<file path="config.mk">
export PLATFORM = sky130hd
export DESIGN_NAME = spi_xact_ctrl
export DESIGN_NICKNAME = d
export VERILOG_FILES = /design/src/rtl/spi_xact_ctrl.sv
export SDC_FILE = /design/constraint.sdc
export NUM_CORES = 1
export LEC_CHECK = 0
export CAP_MARGIN = 20
export CORE_MARGIN = 2
export CORE_UTILIZATION = 38
export DETAILED_ROUTE_END_ITERATION = 8
export PLACE_DENSITY = 0.76
export REMOVE_ABC_BUFFERS = 1
export SLEW_MARGIN = 30
export SYNTH_ARGS = -nofsm -noshare
export SYNTH_HDL_FRONTEND = slang
export SYNTH_SLANG_ARGS = --single-unit
</file>
<file path="constraint.sdc">
create_clock -name clk -period 1.39 [get_ports clk]
set_input_delay 0.3475 -clock clk [delete_from_list [all_inputs] [get_ports clk]]
set_output_delay 0.3475 -clock clk [all_outputs]
set_load 0.01 [all_outputs]
</file>
<file path="src/rtl/spi_xact_ctrl.sv">
// spi_xact_ctrl: serializes host {size, data} requests onto an SPI master.
// Programs the master's packet size, pushes the data word, collects the
// received word, masks it to the packet size and returns it to the host.
// Optional build macro: SPI_XACT_SIZE_CACHE_EN skips reprogramming the packet
// size when the request's effective size matches the last programmed one.
module spi_xact_ctrl #(
  parameter int unsigned nbits = 34,
  parameter int unsigned sw    = $clog2(nbits)
) (
  input  logic             clk,
  input  logic             reset,
  // host request
  input  logic             req_val,
  output logic             req_rdy,
  input  logic [sw-1:0]    req_size,
  input  logic [nbits-1:0] req_data,
  // host response
  output logic             resp_val,
  input  logic             resp_rdy,
  output logic [nbits-1:0] resp_msg,
  // master packet-size interface
  output logic             pkt_size_val,
  input  logic             pkt_size_rdy,
  output logic [sw-1:0]    pkt_size_msg,
  // master transmit word
  output logic             spi_req_val,
  input  logic             spi_req_rdy,
  output logic [nbits-1:0] spi_req_msg,
  // master received word
  input  logic             spi_resp_val,
  output logic             spi_resp_rdy,
  input  logic [nbits-1:0] spi_resp_msg,
  // status
  output logic             busy,
  output logic [7:0]       xact_count
);

  typedef enum logic [2:0] {
    IDLE = 3'd0,
    SIZE = 3'd1,
    DATA = 3'd2,
    WAIT = 3'd3,
    RESP = 3'd4
  } state_t;

  state_t           state;
  logic [sw-1:0]    eff_size;
  logic [nbits-1:0] resp_mask;
  logic             cache_hit;

  // Out-of-range sizes (0 or above the word width) mean a full-width word.
  assign eff_size = ((req_size == '0) || (req_size > sw'(nbits))) ? sw'(nbits) : req_size;

  // Keep only the low pkt_size_msg bits; a full-width shift yields an all-ones mask.
  assign resp_mask = ~({nbits{1'b1}} << pkt_size_msg);

`ifdef SPI_XACT_SIZE_CACHE_EN
  logic [sw-1:0] cache_size;
  logic          cache_vld;

  assign cache_hit = cache_vld && (cache_size == eff_size);

  // Remember the size last accepted by the master.
  always_ff @(posedge clk or negedge reset) begin
    if (!reset) begin
      cache_size <= '0;
      cache_vld  <= 1'b0;
    end else if (pkt_size_val && pkt_size_rdy) begin
      cache_size <= pkt_size_msg;
      cache_vld  <= 1'b1;
    end
  end
`else
  assign cache_hit = 1'b0;
`endif

  // Transaction sequencer; every val/rdy flag is registered alongside the state.
  always_ff @(posedge clk or negedge reset) begin
    if (!reset) begin
      state        <= IDLE;
      req_rdy      <= 1'b1;
      busy         <= 1'b0;
      pkt_size_val <= 1'b0;
      pkt_size_msg <= '0;
      spi_req_val  <= 1'b0;
      spi_req_msg  <= '0;
      spi_resp_rdy <= 1'b0;
      resp_val     <= 1'b0;
      resp_msg     <= '0;
      xact_count   <= '0;
    end else begin
      case (state)
        IDLE: begin
          if (req_val) begin
            pkt_size_msg <= eff_size;
            spi_req_msg  <= req_data;
            req_rdy      <= 1'b0;
            busy         <= 1'b1;
            if (cache_hit) begin
              state       <= DATA;
              spi_req_val <= 1'b1;
            end else begin
              state        <= SIZE;
              pkt_size_val <= 1'b1;
            end
          end
        end
        SIZE: begin
          if (pkt_size_rdy) begin
            state        <= DATA;
            pkt_size_val <= 1'b0;
            spi_req_val  <= 1'b1;
          end
        end
        DATA: begin
          if (spi_req_rdy) begin
            state        <= WAIT;
            spi_req_val  <= 1'b0;
            spi_resp_rdy <= 1'b1;
          end
        end
        WAIT: begin
          if (spi_resp_val) begin
            state        <= RESP;
            spi_resp_rdy <= 1'b0;
            resp_val     <= 1'b1;
            resp_msg     <= spi_resp_msg & resp_mask;
          end
        end
        RESP: begin
          if (resp_rdy) begin
            state      <= IDLE;
            resp_val   <= 1'b0;
            req_rdy    <= 1'b1;
            busy       <= 1'b0;
            xact_count <= xact_count + 8'd1;
          end
        end
        default: begin
          state        <= IDLE;
          req_rdy      <= 1'b1;
          busy         <= 1'b0;
          pkt_size_val <= 1'b0;
          spi_req_val  <= 1'b0;
          spi_resp_rdy <= 1'b0;
          resp_val     <= 1'b0;
        end
      endcase
    end
  end

endmodule

</file>
==> results.md, run 1 <==
Clocking:
- The clock tree synthesis step divided the H-tree into 3 levels.
- The maximum buffer depth of the clock tree is 2.
- The cell sitting at the root of the clock tree is a clkbuf_8.
- The clock transition at the register clock pins on the worst setup and hold paths after CTS is 0.10 ns.
- TritonCTS built the clock tree.
- The clock insertion delay at the later pin of the skew report is 0.34 ns.
- The number of buffers added by the clock tree synthesis step is 9.
- The clock sink total is 91.

Global route:
- The pin count of the biggest net entering global routing is 31.
- Global routing consumed, over all layers together, 21.9% of the routing resources.
- The via count of the first global-routing pass is 3873.
- After global routing the overflow that remains totals 0.
- The wire length of the first global-routing pass is 19.6 mm.
- The initial antenna violation count is 0.

Timing:
- The worst clock skew is 0.0139 ns.
- The number of hold-slack violations in the final timing report is 0.
- The routed design could run at a clock period as short as 1.53 ns.
- The final count of negative-setup-slack endpoints is 72.
- Derived from the worst setup path, the maximum achievable clock frequency is 653 MHz.
- Setup repair after global routing could not meet its margin everywhere.
- The worst pin sits at a relative slew slack of 70.2%.
- Across all hold checks on the routed design, the worst slack comes to 0.477 ns.
- The actual slew at the worst max-slew pin is 0.446 ns.
- Setup slack on the critical path of the routed design comes to -0.141 ns.
- The final count of pins violating max slew is 0.
- The final worst-path cycle share is 110%.

Power:
- The power density over the cells is 1980 nW/um^2.
- IR analysis of the VDD net gives a maximum drop of 1210 uV.
- The overall power after layout is 13.7 mW.
- The analysis attributes to cell leakage a power of 3.19 nW.

Floorplanning:
- Measured along the y axis, the die boundary spans 106 um.
- The region available for standard cell placement spans 10200 um^2.
- Measured along the x axis, the die boundary spans 106 um.
- The count of boundary I/O pins is 169.
- The die footprint is 11300 um^2.
- After floorplanning, the core was divided into 37 placement rows.
- The initial core utilization is 38.7%.

Cells and area:
- After routing the design area is 6950 um^2.
- The layout cell share with drive strength beyond 1 is 31.9%.
- The antenna diode count is 0.
- Relative to the synthesized area, the layout overhead comes to 75.4%.
- The final net count is 686.

Worst setup path:
- The setup slack on the worst flop-to-flop path is -0.14 ns.
- The depth of the worst register-to-register path is 4.
- The required time at the worst-slack endpoint is 1.61 ns.
- The sum of buffers and inverters on the critical path is 2.
- The largest individual stage delay along the critical path comes from the cell dfrtp_1.
- STA classifies the critical path endpoint as a flop.
- In this run the critical register-to-register path is launched from state[0]$_DFFE_PN0P_.
- On the worst path, the slowest cell contributes a delay of 0.43 ns.
- The largest fanout of any net on the critical path is 9.
- The critical path's top delay family is flip-flops.
- Traced cell by cell, the critical path runs through nor4b_4, buf_4, buf_6, mux2_2.
- The capturing element of the worst setup path is spi_req_msg[9]$_DFFE_PN0P_.
- The critical path arrival is 1.75 ns.
- STA classifies the critical path startpoint as a flop.
- The most critical setup path has its startpoint at state[0]$_DFFE_PN0P_.
- Counting buffers and inverters, the worst setup path is 4 cells deep.
- The critical path is of the reg -> reg type.
- The endpoint of the worst register-to-register path is spi_req_msg[9]$_DFFE_PN0P_.

Route:
- Dividing the detail-routed via count by the number of cells gives 4.94.
- The detailed router's first-iteration violation count is 174.
- The per-cell routed wire length is 16.9 um.
- Summing over every cut layer, the via total after detailed routing is 3684.
- The detail route stage leaves a number of antenna-violating nets equal to 0.
- The sum of met2 wire segment lengths after detailed routing is 6.39 mm.
- For this run, the detailed router's first-pass iteration total came to 4.
- Routed signal wires occupy layers up through met4.
- The remaining routing DRC violations is 0.
- The met1 wire length is 5.03 mm.
- Wire segments on met3 add up to 1.02 mm in the final route.
- The total wirelength of the detailed-routed design is 12.6 mm.

Placed design:
- The congestion estimate from routability-driven global placement came to 0.825.
- The placement-stage cell area is 6070 um^2.
- Buffers placed on the I/O ports in this run total 168.
- The half-perimeter wire length of the detailed placement result is 8.46 mm.
- Timing analysis after detailed placement gives a worst setup slack of -0.538 ns.

Yosys:
- Among all flip-flop cells after synthesis, the most frequent one is dfrtp_1.
- The most common cell in the synthesized netlist is dfrtp_1.
- In the synthesized netlist, the cells that appear most often are dfrtp_1 (90), nand2_1 (52), o21ai_0 (38).
- The synthesis warning total is 0.
- Summing the sequential cell areas from Yosys gives 57.5% of the chip area.
- The number of enable-type register cells in the synthesized netlist is 0.
- The fraction of registers with async set or reset after synthesis is 100%.
- The top-area cell type share of the netlist area is 56.8%.
- The leading area contributor after synthesis is dfrtp_1.
- The synthesized area divided by synthesized cell count is 11.3 um^2.
- The number of register bits inferred by synthesis is 91.
- By area the synthesized netlist is led by dfrtp_1 (57%), mux2_2 (9.1%), nand2_1 (4.9%).
- The number of unique standard cell types used by synthesis is 50.
- The mapped netlist covers 3960 um^2.
- In the synthesized netlist, the number of instances is 350.

Job:
- Max-cap violations in this run came to 0.

Min path:
- The min-delay analysis places its worst path in the category in -> async.

Outcome:
- The run finished, with violations left.
- The final reports fail on setup timing.
==> layout by cell type (no fill, tap or decap), drive strengths merged, types with 3 or more instances in the layout <==
cell | synthesis | layout
a22o | 3 | 3
o31ai | 3 | 3
nand3b | 3 | 3
clkdlybuf4s15 | 0 | 74
or2 | 3 | 3
dlygate4sd2 | 0 | 4
clkbuf | 13 | 17
xor2 | 4 | 4
nor3 | 4 | 4
clkinv | 0 | 4
mux2 | 34 | 34
o211ai | 4 | 4
a31oi | 4 | 4
a211oi | 3 | 3
nor2 | 8 | 8
clkdlybuf4s50 | 0 | 79
a21oi | 15 | 15
o21ai | 38 | 38
o311ai | 4 | 4
a32o | 5 | 5
dfrtp | 90 | 90
xnor2 | 3 | 3
nand2 | 52 | 52
nand3 | 6 | 6
inv | 10 | 10
buf | 12 | 103
mux2i | 3 | 3
==> routing by layer <==
| layer | vias to the layer above | track usage, % |
|---|---|---|
| met4 | 0 | 5.36 |
| met3 | 8 | 7.42 |
| met2 | 150 | 37.6 |
| li1 | 1739 | - |
| met1 | 1787 | 26.5 |
| met5 | - | 0 |
==> stage by stage <==
| step | setup TNS, ns | cells | utilization (%) |
|---|---|---|---|
| after floorplan | -182.45 | 325 | - |
| after global placement | -28.99 | 676 | 59.3 |
| after detailed placement | -31.58 | 676 | 59.3 |
| after CTS | -5.32 | 716 | 64.5 |
| after global routing | -11.03 | 745 | 68.0 |
| final | -5.74 | 745 | 68.0 |
==> state kept, by name (all words and copies together), names as in the netlist <==
register	flops
resp_msg	34
spi_req_msg	34
xact_count	8
pkt_size_msg	6
state	3
busy	1
pkt_size_val	1
req_rdy	1
resp_val	1
spi_req_val	1
spi_resp_rdy	1
==> power breakdown <==
| part | internal [mW] | switching [mW] | leakage [nW] |
|---|---|---|---|
| clock | 0.882 | 0.939 | 0.102 |
| sequential | 3.82 | 0.735 | 1.12 |
| combinational | 4.21 | 3.16 | 1.96 |
==> how the worst min path moves through the flow <==
stage	startpoint	end	slack, ns
final	reset	resp_msg[23]$_DFFE_PN0P_	0.48
after floorplan	reset	busy$_DFFE_PN0P_	0.05
after global routing	reset	resp_msg[31]$_DFFE_PN0P_	0.49
after global placement	reset	resp_msg[31]$_DFFE_PN0P_	0.31
after detailed placement	reset	resp_msg[23]$_DFFE_PN0P_	0.32
after CTS	reset	resp_msg[23]$_DFFE_PN0P_	0.47
==> kinds of logic after synthesis <==
group           Yosys count  share of synthesized area (%)
compound gates           88                           14.0
xor+xnor                  7                           1.55
fa+ha+maj                 1                          0.316
buf+inv                  35                           4.86
flops                    91                           57.5
mux                      37                           10.4
simple gates             91                           11.4
==> area by class of cell <==
cell class / count / area (um^2)
fill: 774 / 3280
timing repair buffer: 268 / 2560
sequential: 91 / 2280
multi-input combinational: 224 / 1700
tap: 136 / 170
clock buffer: 10 / 138
clock inverter: 6 / 65.1
inverter: 10 / 37.5
==> timing repair <==
| action | 4_1_cts | 5_1_grt |
|---|---|---|
| hold endpoints to repair | 25 | 0 |
| setup buffers | 20 | 25 |
| setup endpoints to repair | 158 | 140 |
| pin swaps | 12 | 6 |
| resized for setup | 192 | 96 |
| cloned | 3 | 4 |
| hold buffers | 1 | 0 |
No activity file was read; power rests on OpenSTA's default activity.
==> inputs of run 2 (changes only) <==
--- a/config.mk
+++ b/config.mk
@@ -9,7 +9,7 @@
 export CORE_MARGIN = 2
 export CORE_UTILIZATION = 38
 export DETAILED_ROUTE_END_ITERATION = 8
-export PLACE_DENSITY = 0.76
+export PLACE_DENSITY = 0.78
 export REMOVE_ABC_BUFFERS = 1
 export SLEW_MARGIN = 30
 export SYNTH_ARGS = -nofsm -noshare
==> run 2 against run 1 <==
Effect of this change: the flow still finishes with violations (setup timing); fmax is 0.51% lower; count of clock-buffer cells in the layout is 1 higher; routed wire length is 5.4% higher; final cell count is 0.94% lower; global-route usage is 0.26 points higher; sequential power hardly changed; die area stayed put; sequential cell count stayed put; first-iteration DRC count is 30% lower; via count is 3.0% higher; critical path depth stayed put.
==> results.md, run 2 (synthesis gave the netlist of run 1 again) <==
Cells and area:
- Cells with a size suffix above 1 make up 36.9% of the layout.
- The largest registers in the layout are resp_msg (34), spi_req_msg (34), xact_count (8).
- Once layout is complete, the cells apart from fillers number 738.
- The area growth from synthesis to layout is 75.8%.
- In the layout the commonest cells are dfrtp_1 (85), clkdlybuf4s50_1 (79), buf_4 (65).
- Leaving out fill and tap cells, the most frequent cell in the layout is dfrtp_1.
- The antenna diode count is 0.
- For this run, the post-layout net count is 679.

Floorplanning:
- The floorplan step set the die width to 106 um.
- The initial core utilization is 38.7%.
- The number of core rows is 37.
- During I/O placement, the number of pins put on the boundary was 169.
- In this run the standard cell core region covers 10200 um^2.
- The die footprint is 11300 um^2.
- The y dimension of the die is 106 um.

Global route:
- Global routing used 22.2% of the available tracks.
- The via count of the first global-routing pass is 3924.
- The pin count of the biggest net entering global routing is 92.
- The initial antenna violation count was 0.
- The wire length of the first global-routing pass is 19.6 mm.
- Global routing finished with a remaining overflow of 0.

Timing:
- The number of hold-slack violations in the final timing report is 0.
- The final worst-path cycle share is 111%.
- For this run, the top clock speed supported by timing is 650 MHz.
- Setup violations remaining at the end of the flow were counted as 58.
- After routing, the total negative slack on setup checks comes to -5.30 ns.
- Setup repair after global routing could not meet its margin everywhere.
- The final count of pins violating max slew was 0.
- At the pin with the least slew margin, the transition time is 0.496 ns.
- The remaining max-slew budget at the tightest pin is 66.9%.
- Between clock sinks in the finished design, the worst skew comes to 0.0125 ns.
- The shortest clock period the worst path allows after layout is 1.54 ns.
- The setup slack after layout is -0.149 ns.

Route:
- The routed via count is 3793.
- The top routing layer in use is met4.
- After detailed routing, the number of remaining DRC violations is 0.
- In the routed layout, each cell is associated on average with a via count of 5.14.
- After detailed routing, the wire length on met1 is 5.11 mm.
- In this run, the number of DRC markers left after iteration 0 of detailed routing was 121.
- The per-cell routed wire length is 17.9 um.
- The sum of met2 wire segment lengths after detailed routing is 6.71 mm.
- After detailed routing, the met3 layer carries 983 um of wire.
- Before antenna repair, the detailed router went through 4 iterations.
- The total wirelength of the detailed-routed design is 13.2 mm.
- The count of nets left with antenna violations once routing finished came out at 0.

Worst setup path:
- The required time at the worst-slack endpoint is 1.64 ns.
- The classification of the worst setup path is reg -> reg.
- The endpoint of the worst register-to-register path is spi_req_msg[10]$_DFFE_PN0P_.
- The critical path arrival is 1.79 ns.
- The setup slack on the worst flop-to-flop path is -0.15 ns.
- The depth of the worst register-to-register path is 4.
- The most critical setup path has its startpoint at state[0]$_DFFE_PN0P_.
- Of all nets on the critical path, the largest fanout is 8.
- The kind of start point of the critical path is a flop.
- In this run the worst setup path terminates at spi_req_msg[10]$_DFFE_PN0P_.
- The startpoint identified for the worst register-to-register timing path is state[0]$_DFFE_PN0P_.
- STA classifies the critical path endpoint as a flop.

Min path:
- The class of the most critical hold timing path is in -> async.

Outcome:
- The checks that failed: setup timing.
- The flow ran to the end, but the final reports show violations.

Clocking:
- The clock insertion delay at the later pin of the skew report is 0.36 ns.
- The clock transition at the register clock pins on the worst setup and hold paths after CTS is 0.10 ns.
- The clock drives 91 sinks.
- The clock tree root driver cell is clkbuf_8.
- The maximum buffer depth of the clock tree is 2.
- The number of buffers added by the clock tree synthesis step is 9.
- The number of levels in the clock H-tree is 3.
- TritonCTS built the clock tree.

Placed design:
- The congestion estimate from routability-driven global placement came to 0.819.
- Including well taps, the total number of placed cells is 667.
- The number of buffer cells added on primary ports is 168.
- After legalization and detailed placement, the total HPWL measured 8.03 mm.

Power:
- IR analysis of the VDD net gives a maximum drop of 1140 uV.
- The power density over the cells is 2050 nW/um^2.
- Summed over all cells, the static leakage comes to 3.20 nW.

Job:
- Max-cap violations in this run came to 0.
[run 2: cell types whose count changed in the layout (fill, tap and decap cells not counted), moves of 3 or more]
cell / delta
clkbuf_2: +21
clkdlybuf4s15_1: -19
buf_4: -10
mux2_2: -10
mux2_4: +10
o21ai_1: -9
buf_6: +6
o21ai_2: +6
buf_2: -3
o21ai_0: +3
o311ai_4: +3
[run 2: how the worst min path moves through the flow]
stage                     depth (start not counted)                   endpoint  slack [ns]
after floorplan                                   0           busy$_DFFE_PN0P_        0.05
after global placement                            2  xact_count[7]$_DFFE_PN0P_        0.43
after detailed placement                          2  xact_count[5]$_DFFE_PN0P_        0.44
after CTS                                         2  xact_count[7]$_DFFE_PN0P_        0.04
after global routing                              2   resp_msg[23]$_DFFE_PN0P_        0.07
final                                             2  xact_count[2]$_DFFE_PN0P_        0.02
[run 2: routing by layer]
metal,vias to the layer above,global-route usage (%)
met2,159,38.6
li1,1737,-
met4,0,10.1
met5,-,0
met1,1862,25.3
met3,35,6.13
[run 2: final cells by class]
class	instances	area (um^2)
Clock buffer	11	141
Clock inverter	5	62.6
Fill cell	774	3260
Inverter	10	37.5
Multi-Input combinational cell	224	1820
Sequential cell	91	2280
Tap cell	136	170
Timing Repair Buffer	261	2450
[run 2: worst max-delay path: stages, from the launching register on]
cell       delay, ns
dfrtp_1         0.43
nor4b_4         0.32
buf_4           0.20
clkbuf_16       0.17
mux2_4          0.31
[run 2: report_power, final]
part | internal (mW) | total (mW) | leakage [nW] | switching (mW)
combinational | 4.37 | 7.84 | 1.99 | 3.47
clock | 0.889 | 1.89 | 0.0957 | 1.00
sequential | 3.82 | 4.56 | 1.12 | 0.741
total | 9.08 | 14.3 | 3.20 | 5.21
[run 2: metrics by stage]
stage	setup slack [ns]	hold WS (ns)	power, mW	area (um^2)	utilization (%)
after floorplan	-4.28	0.0519	7.14	3810	-
after global placement	-0.471	0.432	10.7	6000	58.6
after detailed placement	-0.504	0.440	10.9	6000	58.6
after CTS	-0.137	0.0391	13.2	6600	64.5
after global routing	-0.207	0.0662	15.1	6970	68.1
final	-0.149	0.0175	14.3	6970	68.1
[run 2: timing repair]
item / in CTS / in global routing
hold buffers: 0 / 0
setup endpoints to repair: 156 / 126
buffers inserted: 31 / 17
pin swaps: 5 / 19
gates resized for setup: 216 / 123
cloned: 4 / 4
